===== src/rtl/centroid_marker_overlay.sv =====
// centroid_marker_overlay
// Draws a cross-hair at the centroid latched at the start of each frame onto a
// pass-through RGB video stream. The stream has a fixed two-cycle latency:
// stage 1 registers the video and the hit decision, and stage 2 substitutes
// the marker colour.
module centroid_marker_overlay #(
   parameter logic [10:0] IMG_H     = 11'd64,
   parameter logic [10:0] IMG_W     = 11'd64,
   parameter logic [7:0]  MARK_HALF = 8'd8,
   parameter logic [23:0] MARK_RGB  = 24'hFF0000
) (
   input  logic        clk,
   input  logic        rst_n,
   input  logic        de_in,
   input  logic        hsync_in,
   input  logic        vsync_in,
   input  logic [23:0] pixel_in,
   input  logic [10:0] x_c,
   input  logic [10:0] y_c,
   input  logic        marker_en,
   output logic        de_out,
   output logic        hsync_out,
   output logic        vsync_out,
   output logic [23:0] pixel_out,
   output logic        mark_valid
);

   // Arm half-length widened to the signed width of the difference terms.
   localparam logic signed [11:0] HALF_S = $signed({4'b0000, MARK_HALF});

   // Position counters and the centroid latch.
   logic [10:0] x_pos_q, x_pos_d;
   logic [10:0] y_pos_q, y_pos_d;
   logic        vsync_prev_q, vsync_prev_d;
   logic [10:0] xl_q, xl_d;
   logic [10:0] yl_q, yl_d;
   logic        mark_valid_q, mark_valid_d;

   // Stage 1: delayed video plus the registered hit decision.
   logic        s1_de_q, s1_de_d;
   logic        s1_hsync_q, s1_hsync_d;
   logic        s1_vsync_q, s1_vsync_d;
   logic [23:0] s1_pixel_q, s1_pixel_d;
   logic        s1_hit_q, s1_hit_d;

   // Stage 2: the output registers.
   logic        de_out_q, de_out_d;
   logic        hsync_out_q, hsync_out_d;
   logic        vsync_out_q, vsync_out_d;
   logic [23:0] pixel_out_q, pixel_out_d;

   // Hit-test intermediates.
   logic signed [11:0] dx, dy;
   logic               dx_ok, dy_ok, in_range;

   // Track the coordinates of the pixel currently presented on de_in.
   always_comb begin
      // NOTE: every signal driven here gets a default first, so no path through
      // the if/else leaves it unassigned and no latch is inferred.
      x_pos_d = x_pos_q;
      y_pos_d = y_pos_q;
      if (vsync_in) begin
         x_pos_d = '0;
         y_pos_d = '0;
      end else if (de_in) begin
         if (x_pos_q == IMG_W - 11'd1) begin
            x_pos_d = '0;
            y_pos_d = (y_pos_q == IMG_H - 11'd1) ? 11'd0 : y_pos_q + 11'd1;
         end else begin
            x_pos_d = x_pos_q + 11'd1;
         end
      end
   end

   // Latch the centroid once per frame, when vsync_in falls, so the marker
   // cannot move partway through the active frame.
   always_comb begin
      vsync_prev_d = vsync_in;
      xl_d         = xl_q;
      yl_d         = yl_q;
      mark_valid_d = mark_valid_q;
      if (vsync_prev_q && !vsync_in) begin
         xl_d         = x_c;
         yl_d         = y_c;
         mark_valid_d = 1'b1;
      end
   end

   // Stage 1 hit test: the pixel lies on one of the two arms. Arms clip at the
   // image edges because the counters never leave the active area.
   always_comb begin
      dx         = $signed({1'b0, x_pos_q}) - $signed({1'b0, xl_q});
      dy         = $signed({1'b0, y_pos_q}) - $signed({1'b0, yl_q});
      dx_ok      = (dx >= -HALF_S) && (dx <= HALF_S);
      dy_ok      = (dy >= -HALF_S) && (dy <= HALF_S);
      in_range   = (xl_q < IMG_W) && (yl_q < IMG_H);
      s1_hit_d   = de_in && marker_en && mark_valid_q && in_range &&
                   (((dy == 12'sd0) && dx_ok) || ((dx == 12'sd0) && dy_ok));
      s1_de_d    = de_in;
      s1_hsync_d = hsync_in;
      s1_vsync_d = vsync_in;
      s1_pixel_d = pixel_in;
   end

   // Stage 2: substitute the marker colour on hit pixels. Everything else,
   // including blanking content, passes through unchanged.
   always_comb begin
      de_out_d    = s1_de_q;
      hsync_out_d = s1_hsync_q;
      vsync_out_d = s1_vsync_q;
      pixel_out_d = s1_hit_q ? MARK_RGB : s1_pixel_q;
   end

   // State register for all flops; everything clears on reset.
   always_ff @(posedge clk or negedge rst_n) begin
      if (!rst_n) begin
         x_pos_q      <= '0;
         y_pos_q      <= '0;
         vsync_prev_q <= 1'b0;
         xl_q         <= '0;
         yl_q         <= '0;
         mark_valid_q <= 1'b0;
         s1_de_q      <= 1'b0;
         s1_hsync_q   <= 1'b0;
         s1_vsync_q   <= 1'b0;
         s1_pixel_q   <= '0;
         s1_hit_q     <= 1'b0;
         de_out_q     <= 1'b0;
         hsync_out_q  <= 1'b0;
         vsync_out_q  <= 1'b0;
         pixel_out_q  <= '0;
      end else begin
         // NOTE: non-blocking assignments update all flops together at the
         // edge, so every pipeline stage reads the previous value of its
         // predecessor.
         x_pos_q      <= x_pos_d;
         y_pos_q      <= y_pos_d;
         vsync_prev_q <= vsync_prev_d;
         xl_q         <= xl_d;
         yl_q         <= yl_d;
         mark_valid_q <= mark_valid_d;
         s1_de_q      <= s1_de_d;
         s1_hsync_q   <= s1_hsync_d;
         s1_vsync_q   <= s1_vsync_d;
         s1_pixel_q   <= s1_pixel_d;
         s1_hit_q     <= s1_hit_d;
         de_out_q     <= de_out_d;
         hsync_out_q  <= hsync_out_d;
         vsync_out_q  <= vsync_out_d;
         pixel_out_q  <= pixel_out_d;
      end
   end

   assign de_out     = de_out_q;
   assign hsync_out  = hsync_out_q;
   assign vsync_out  = vsync_out_q;
   assign pixel_out  = pixel_out_q;
   assign mark_valid = mark_valid_q;

endmodule


===== config.mk =====
export PLATFORM = sky130hd
export DESIGN_NAME = centroid_marker_overlay
export DESIGN_NICKNAME = d
export VERILOG_FILES = /design/src/rtl/centroid_marker_overlay.sv
export SDC_FILE = /design/constraint.sdc
export NUM_CORES = 1
export LEC_CHECK = 0
export BUFFER_PORTS_ARGS = -buffer_cell sky130_fd_sc_hd__buf_4
export CELL_PAD_IN_SITES_DETAIL_PLACEMENT = 1
export CELL_PAD_IN_SITES_GLOBAL_PLACEMENT = 1
export CORE_MARGIN = 5
export CORE_UTILIZATION = 47
export DETAILED_ROUTE_END_ITERATION = 7
export PLACE_DENSITY = 0.87
export SLEW_MARGIN = 10
export SYNTH_ARGS = -nofsm -noshare
export SYNTH_HDL_FRONTEND = slang
export SYNTH_SLANG_ARGS = --single-unit

===== constraint.sdc =====
create_clock -name clk -period 5.3 [get_ports clk]
set_clock_uncertainty 0.1 [all_clocks]
set_input_delay 0.795 -clock clk [delete_from_list [all_inputs] [get_ports clk]]
set_output_delay 0.795 -clock clk [all_outputs]
set_load 0.01 [all_outputs]

==> key figures, run 1 <==
Setup path
  – WS Path Type: reg2reg
  – Stages on worst setup path: 11
  – Critical Path AT: around 3.3 ns
  – CP max FO: 5
  – R2r endpoint: s1_hit_q
  – Crit path cell chain: inv_1 > ha_1 > fa_1 > nand2b_1 > a21oi_1 > o21ai_0 > a2111oi_4 > a211oi_1 > a2111o_1 > o22a_1 > o32ai_1
  – Buf+Inv Stages, Crit Path: 1
  – R2r setup slk: between 2 and 2.5 ns
  – Reg2Reg Depth: 11
  – CP top delay family: compound AO/OA/AOI/OAI gates
  – Critical Path Start Type: flip-flop
  – Critical path capture point type: flip-flop
  – Max stage delay cell, worst path: dfrtp_1
  – CP max stage delay: 0.43 ns
  – CP required: 5.48 ns
  – FF-to-FF Start: y_pos_q[0]

Synthesis
  – Register bit total from synthesis: 100
  – Post-synthesis cell count: between 400 and 500
  – Cell Area, Synth: 0.00480 mm²
  – Number of flops mapped to enable cells by yosys: 0
  – Primary FF master, synth: dfrtp_1
  – Syn nets: roughly 550
  – Synth area leader: dfrtp_1
  – Top cells by area, synth: dfrtp_1 (52%), ha_1 (6.3%), o21ai_0 (4.0%)
  – YS warnings: 0
  – Ys async rst share: 100%
  – Sequential area share after synthesis: a little over half
  – Unique masters post-synth: 57
  – Syn_area_per_cell: between 10 and 15 µm²
  – Top-area cell type share of the netlist area: 52.1%

Route
  – Wire length per cell: ~18 µm
  – DR vias/cell: 5.32
  – Router iterations before antenna repair: 4
  – Final wirelength: 12300 µm
  – DRT antenna net count: 0
  – DR iter-0 viols: between 100 and 150
  – DR vias: ~3700
  – # DRC: 0

Worst hold path
  – HP Start: de_out_d
  – Worst hold path type: reg2reg
  – WHS Endpoint: de_out
  – Worst hold stages: 0

Cells and area
  – Final nets: 630
  – Antenna cells: 0
  – Final Util: between 50 and 60%
  – P&R area growth vs syn: 19.1%
  – Layout cell share with drive strength beyond 1: around a fifth

Clock network
  – CTS tree: done
  – Resize count post-CTS: 0
  – H-Tree Depth: 3
  – Worst-case clock buffer depth: 2
  – Clock Latency Late Sink: ~0.38 ns
  – Total clock sinks: 100
  – Hold-fix buffers, CTS: 0
  – Clock root buffer: clkbuf_8
  – Num CTS Buffers: 9
  – Post-CTS setup buffer count: 0
  – CTS clk-pin slew, worst paths: around 0.090 ns

Global routing
  – Vias in the first global route: 4000
  – Total GRT Usage: 20.8%
  – Pin count of the biggest net entering global routing: 53
  – First-pass GRT wire length: ~21000 µm
  – Initial antenna violation count: 0
  – Grt ovf: 0

Floorplan
  – Die area: about 0.012 mm²
  – Num rows: 36
  – Ports: 80
  – Die width: 111 µm
  – Core area: roughly 0.0099 mm²
  – Die Height: 111 µm
  – Initial Util: approximately 49%

Flow run
  – Max Cap Viol: 0

STA
  – Setup-failing EPs final: 0
  – Slew @ Worst Pin: 0.887 ns
  – Setup TNS Final: 0 ns
  – Final Max Tran Viols: 0
  – Relative slew margins: between 40% and 50%
  – Unrepaired setup endpoints after global routing: no
  – Max Fclk: about 0.32 GHz
  – Min Tclk post-route: about 3.1 ns
  – Endpoints failing hold: 0
  – Final worst-path cycle share: slightly below 60%

Place
  – GPL Wtd Cong: slightly below 0.9
  – HPWL Detailed: around 9300 µm
  – Number of port buffers: 79

Pwr
  – Pleak: around 2.7 nW
  – Power Density: 295 mW/mm²
  – Peak VDD IR: ~0.13 mV

Status
  – Status: completed
worst max path at each step:
| stage | start | endpoint | slack, ns |
|---|---|---|---|
| 3_3_place_gp | y_pos_q[0] | s1_hit_q | 2.37 |
| 3_5_place_dp | y_pos_q[0] | s1_hit_q | 2.23 |
| 2_1_floorplan | y_pos_q[0] | s1_hit_q | 2.52 |
| 5_1_grt | y_pos_q[0] | s1_hit_q | 1.98 |
| 4_1_cts | y_pos_q[0] | s1_hit_q | 2.19 |
| 6_report | y_pos_q[0] | s1_hit_q | 2.18 |
metal layers:
metal	up-vias	track usage, %	wire length, µm
li1	1779	-	-
met1	1796	26.8	5670
met2	78	35.9	6010
met3	13	3.22	460
met4	0	6.97	215
met5	-	0	0
sequential cells by signal, summed over array words and instances (netlist names), 11 cells and up:
signal / flops
pixel_out: 24
x_pos_q: 11
xl_q: 11
s1_pixel_q: 24
yl_q: 11
y_pos_q: 11
report_power, final:
group	leakage, nW	switching, mW	internal, mW
clock network	0.0899	0.278	0.220
logic	1.37	0.203	0.147
registers	1.22	0.0262	0.811
synth_stat cells, drive strengths merged, types with 3 or more instances:
master and n:
a211oi 4, a21o 6, a21oi 18, and2 3
and3 6, buf 3, clkbuf 10, dfrtp 100
ha 24, inv 27, nand2 47, nand2b 8
nand3 18, nand4 7, nor2 38, nor2b 19
nor3 16, nor4 4, o21ai 40, o22ai 3
or2 11, or4 3, xnor2 8, xor2 17
cells by family after synthesis:
family                   after synthesis  synth area share, %
XOR/XNOR                              25                 4.56
adder cells (fa/ha/maj)               26                 7.09
AO/OA/AOI/OAI                         93                 13.0
buffers and inverters                 40                 3.26
flip-flops                           100                 52.1
AND/OR/NAND/NOR                      187                 19.5
multiplexers                           2                0.469
cells in the final DEF, fill, tap and decap left out, drive strengths merged, types with 2 or more instances in the layout:
cell / Yosys / layout
dfrtp: 100 / 100
buf: 3 / 81
nand2: 47 / 47
o21ai: 40 / 40
nor2: 38 / 38
inv: 27 / 29
ha: 24 / 24
nor2b: 19 / 19
nand3: 18 / 18
a21oi: 18 / 18
xor2: 17 / 17
nor3: 16 / 16
or2: 11 / 11
clkbuf: 10 / 9
nand2b: 8 / 8
xnor2: 8 / 8
nand4: 7 / 7
and3: 6 / 6
a21o: 6 / 6
a211oi: 4 / 4
nor4: 4 / 4
or4: 3 / 3
o22ai: 3 / 3
clkinvlp: 0 / 3
and2: 3 / 3
or3: 2 / 2
a41oi: 2 / 2
a31oi: 2 / 2
o211ai: 2 / 2
o21a: 2 / 2
mux2: 2 / 2
fa: 2 / 2
layout make-up:
type | instances | area (µm²)
multi-input cells | 333 | 2140
well taps | 133 | 166
clock inverters | 6 | 72.6
flip-flops and latches | 100 | 2500
repair buffers | 81 | 608
inverters | 27 | 101
fillers | 1100 | 4150
clock buffers | 9 | 124
worst reg2reg max path, stage by stage (launching register included):
cell,delay (ns)
dfrtp_1,0.43
inv_1,0.07
ha_1,0.22
fa_1,0.40
nand2b_1,0.21
a21oi_1,0.19
o21ai_0,0.27
a2111oi_4,0.34
a211oi_1,0.08
a2111o_1,0.39
o22a_1,0.22
o32ai_1,0.12
per-stage QoR:
| step | hold WS (ns) | instance area [µm²] | total power [mW] | std cells | setup slack, ns |
|---|---|---|---|---|---|
| 3_5_place_dp | 0.244 | 5520 | 1.20 | 674 | 2.23 |
| 4_1_cts | 0.278 | 5720 | 1.70 | 689 | 2.19 |
| 2_1_floorplan | 0.231 | 4800 | 1.06 | 473 | 2.52 |
| 6_report | 0.272 | 5720 | 1.69 | 689 | 2.18 |
| 3_3_place_gp | 0.234 | 5520 | 1.18 | 674 | 2.37 |
| 5_1_grt | 0.283 | 5720 | 1.77 | 689 | 1.98 |
Note: power is estimated with default switching activity, not from simulation.
==> run 2, diff against run 1 <==
--- a/config.mk
+++ b/config.mk
@@ -5,13 +5,14 @@
 export SDC_FILE = /design/constraint.sdc
 export NUM_CORES = 1
 export LEC_CHECK = 0
+export ABC_AREA = 1
 export BUFFER_PORTS_ARGS = -buffer_cell sky130_fd_sc_hd__buf_4
 export CELL_PAD_IN_SITES_DETAIL_PLACEMENT = 1
 export CELL_PAD_IN_SITES_GLOBAL_PLACEMENT = 1
 export CORE_MARGIN = 5
-export CORE_UTILIZATION = 47
+export CORE_UTILIZATION = 42
 export DETAILED_ROUTE_END_ITERATION = 7
-export PLACE_DENSITY = 0.87
+export PLACE_DENSITY = 0.82
 export SLEW_MARGIN = 10
 export SYNTH_ARGS = -nofsm -noshare
 export SYNTH_HDL_FRONTEND = slang
==> constraint.sdc (replaced) <==
create_clock -name clk -period 3.3 [get_ports clk]
set_clock_uncertainty 0.1 [all_clocks]
set_input_delay 0.495 -clock clk [delete_from_list [all_inputs] [get_ports clk]]
set_output_delay 0.495 -clock clk [all_outputs]
set_load 0.01 [all_outputs]
==> run 2 against run 1 <==
Synthesized area up 7.1%. Fmax is 27% higher. Via count increased by 21%. Non-clock buffer count up 1. Utilization down 6.0 points. Clock-buffer cell count grew 1. Sequential share of layout area fell by 3.7 points. Wire length grew 19%. Combinational power grew 49%. First-iteration DRC count is 120% higher. Cell count is 26% higher. Sequential cell count unchanged. Critical endpoint unchanged. Largest cell class unchanged. Highest routed layer unchanged.
==> key figures, run 2 <==
Route
  – # DRC: 0 (unchanged)
  – Wire length per cell: 17.0 µm (-5.3%)
  – DR vias: 4438 (+21%)
  – Final wirelength: 14700 µm (+19%)
  – DR vias/cell: 5.11 (-4.0%)
  – DRT antenna net count: 0 (unchanged)
  – Router iterations before antenna repair: 4 (unchanged)
  – DR iter-0 viols: 265 (+120%)

Place
  – GPL Wtd Cong: 0.893 (+2.3%)
  – Number of port buffers: 79 (unchanged)
  – HPWL Detailed: 11200 µm (+20%)
  – DP Area: 0.00592 mm² (+7.1%)

Clock network
  – Resize count post-CTS: 0 (unchanged)
  – Hold-fix buffers, CTS: 0 (unchanged)
  – CTS tree: done
  – Num CTS Buffers: 9 (unchanged)
  – Clock root buffer: clkbuf_16
  – Post-CTS setup buffer count: 0 (unchanged)
  – Total clock sinks: 100 (unchanged)
  – CTS clk-pin slew, worst paths: 0.07 ns (-0.02 ns)
  – H-Tree Depth: 3 (unchanged)
  – Clock Latency Late Sink: 0.35 ns (-0.03 ns)
  – Worst-case clock buffer depth: 2 (unchanged)

Cells and area
  – P&R area growth vs syn: 21.4%
  – Layout cell share with drive strength beyond 1: 18.4% (-2.6 points)
  – Antenna cells: 0 (unchanged)
  – Finished Cell Area: 0.00624 mm² (+9.1%)
  – Final nets: 795 (+26%)
  – Layout filler cell count: 1489 (+35%)
  – Most frequent cells in the layout: nand2_1 (141), inv_1 (109), dfrtp_1 (100)
  – Most common cell after layout, fill and taps aside: nand2_1

STA
  – Min Tclk post-route: 2.45 ns (-0.671 ns)
  – Slew @ Worst Pin: 0.979 ns (+0.0915 ns)
  – Setup TNS Final: 0 ns (unchanged)
  – Endpoints failing hold: 0 (unchanged)
  – Max Fclk: 0.408 GHz (+27%)
  – Unrepaired setup endpoints after global routing: no
  – Final Max Tran Viols: 0 (unchanged)
  – Relative slew margins: 34.6% (-6.1 points)
  – Setup-failing EPs final: 0 (unchanged)
  – Final worst-path cycle share: 74.3% (+15 points)

Setup path
  – R2r endpoint: s1_hit_q
  – Critical path capture point type: flip-flop
  – WS Path Type: reg2reg
  – R2r setup slk: 0.85 ns (-1.33 ns)
  – Critical Path Start Type: flip-flop
  – Reg2Reg Depth: 14 (+3)
  – CP required: 3.48 ns (-2.00 ns)
  – FF-to-FF Start: x_pos_q[0]
  – CP max FO: 4 (-1)
  – Critical Path AT: 2.64 ns (-0.66 ns)

Floorplan
  – Num rows: 40 (+11%)
  – Core area: 0.0120 mm² (+22%)
  – Die area: 0.0146 mm² (+18%)
  – Ports: 80 (unchanged)
  – Die Height: 121 µm (+8.6%)
  – Die width: 121 µm (+8.6%)
  – Initial Util: 42.8% (-5.8 points)

Pwr
  – Power Density: 484 mW/mm² (+64%)
  – Pleak: 3.30 nW (+23%)
  – Peak VDD IR: 0.387 mV (+200%)

Synthesis
  – Top cells by area, synth: dfrtp_1 (49%), nand2_1 (10%), inv_1 (8.0%)
  – YS warnings: 0 (unchanged)
  – Primary FF master, synth: dfrtp_1
  – Register bit total from synthesis: 100 (unchanged)
  – Cell Area, Synth: 0.00514 mm² (+7.1%)
  – Syn nets: 710 (+29%)
  – Top-area cell type share of the netlist area: 48.7% (-3.5 points)
  – Post-synthesis cell count: 632 (+34%)
  – Commonest cells in the netlist: nand2_1 (141), inv_1 (109), dfrtp_1 (100)
  – Number of flops mapped to enable cells by yosys: 0 (unchanged)
  – Sequential area share after synthesis: 48.7% (-3.5 points)
  – Most frequent cell after synthesis: nand2_1
  – Syn_area_per_cell: 8.14 µm² (-20%)
  – Unique masters post-synth: 41 (-28%)
  – Synth area leader: dfrtp_1
  – Ys async rst share: 100% (unchanged)

Global routing
  – Vias in the first global route: 4878 (+22%)
  – Total GRT Usage: 21.0% (+0.18 points)
  – First-pass GRT wire length: 24000 µm (+17%)
  – Initial antenna violation count: 0 (unchanged)
  – Grt ovf: 0 (unchanged)
  – Pin count of the biggest net entering global routing: 62 (+17%)

Flow run
  – Max Cap Viol: 0 (unchanged)

Status
  – Status: completed

Worst hold path
  – Worst hold path type: in2async
-- run 2: changes by cell type after synthesis, sizes merged, moves of 5 or more --
cell    delta
nor3       -7
xor2      -14
and3       -5
nor2      +46
nand2b     -8
nand3     +25
nand2    +104
o21ai     -32
a21oi     +23
a21o       -5
inv       +84
nor2b     -18
-- run 2: final cells by class --
cell class / instances / area (µm²) / area share [%]
inverters: 111 / 417 / 6.68
clock inverters: 6 / 96.3 / 1.54
well taps: 147 / 184 / 2.95
clock buffers: 10 / 229 / 3.67
flip-flops and latches: 100 / 2500 / 40.1
multi-input cells: 413 / 2180 / 35.0
repair buffers: 82 / 628 / 10.1
-- run 2: cells by family (layout without fill, tap and decap cells) --
family | count (synthesis) | count (layout) | synth area share, %
compound gates | 63 | 63 | 7.25
xor+xnor | 7 | 7 | 1.19
fa+ha+maj | 26 | 26 | 6.62
buf+inv | 119 | 209 | 8.86
flops | 100 | 100 | 48.7
mux | 2 | 2 | 0.438
simple gates | 315 | 315 | 27.0
-- run 2: how the worst max path moves through the flow --
stage	startpoint	to	slack, ns
3_5_place_dp	x_pos_q[0]	s1_hit_q	0.92
2_1_floorplan	x_pos_q[0]	s1_hit_q	1.18
6_report	x_pos_q[0]	s1_hit_q	0.85
3_3_place_gp	x_pos_q[0]	s1_hit_q	1.03
4_1_cts	x_pos_q[0]	s1_hit_q	0.86
5_1_grt	x_pos_q[0]	s1_hit_q	0.66
-- run 2: power breakdown --
part	switching (mW)	total, mW	internal (mW)
clock network	0.490	1.16	0.675
logic	0.321	0.521	0.200
registers	0.0357	1.34	1.30
-- run 2: critical path, cell delays in order, from the launching register on --
cell     delay [ns]
dfrtp_1        0.38
inv_1          0.10
ha_1           0.24
fa_1           0.42
inv_1          0.12
nand3_1        0.10
nand2_1        0.13
nand2_1        0.10
nand3_1        0.10
nand2_1        0.05
nor2_1         0.12
nand2_1        0.08
nor2_1         0.12
nand3_1        0.09
a21oi_1        0.13
-- run 2: layer usage --
metal  track usage, %  vias up  wire (µm)
met2             39.9       82       8180
li1                 -     2150          -
met5                0        -          0
met1             22.3     2166       5610
met4             8.36        0        518
met3             4.68       40        432
-- run 2: stage by stage --
stage / instances / power [mW] / hold slack (ns) / worst slack, ns / utilization, %
2_1_floorplan: 632 / 1.67 / 0.0994 / 1.18 / -
3_3_place_gp: 853 / 1.85 / 0.236 / 1.03 / 49.3
3_5_place_dp: 853 / 1.88 / 0.237 / 0.922 / 49.3
4_1_cts: 869 / 3.05 / 0.132 / 0.860 / 52.0
5_1_grt: 869 / 3.18 / 0.124 / 0.664 / 52.0
6_report: 869 / 3.02 / 0.129 / 0.847 / 52.0
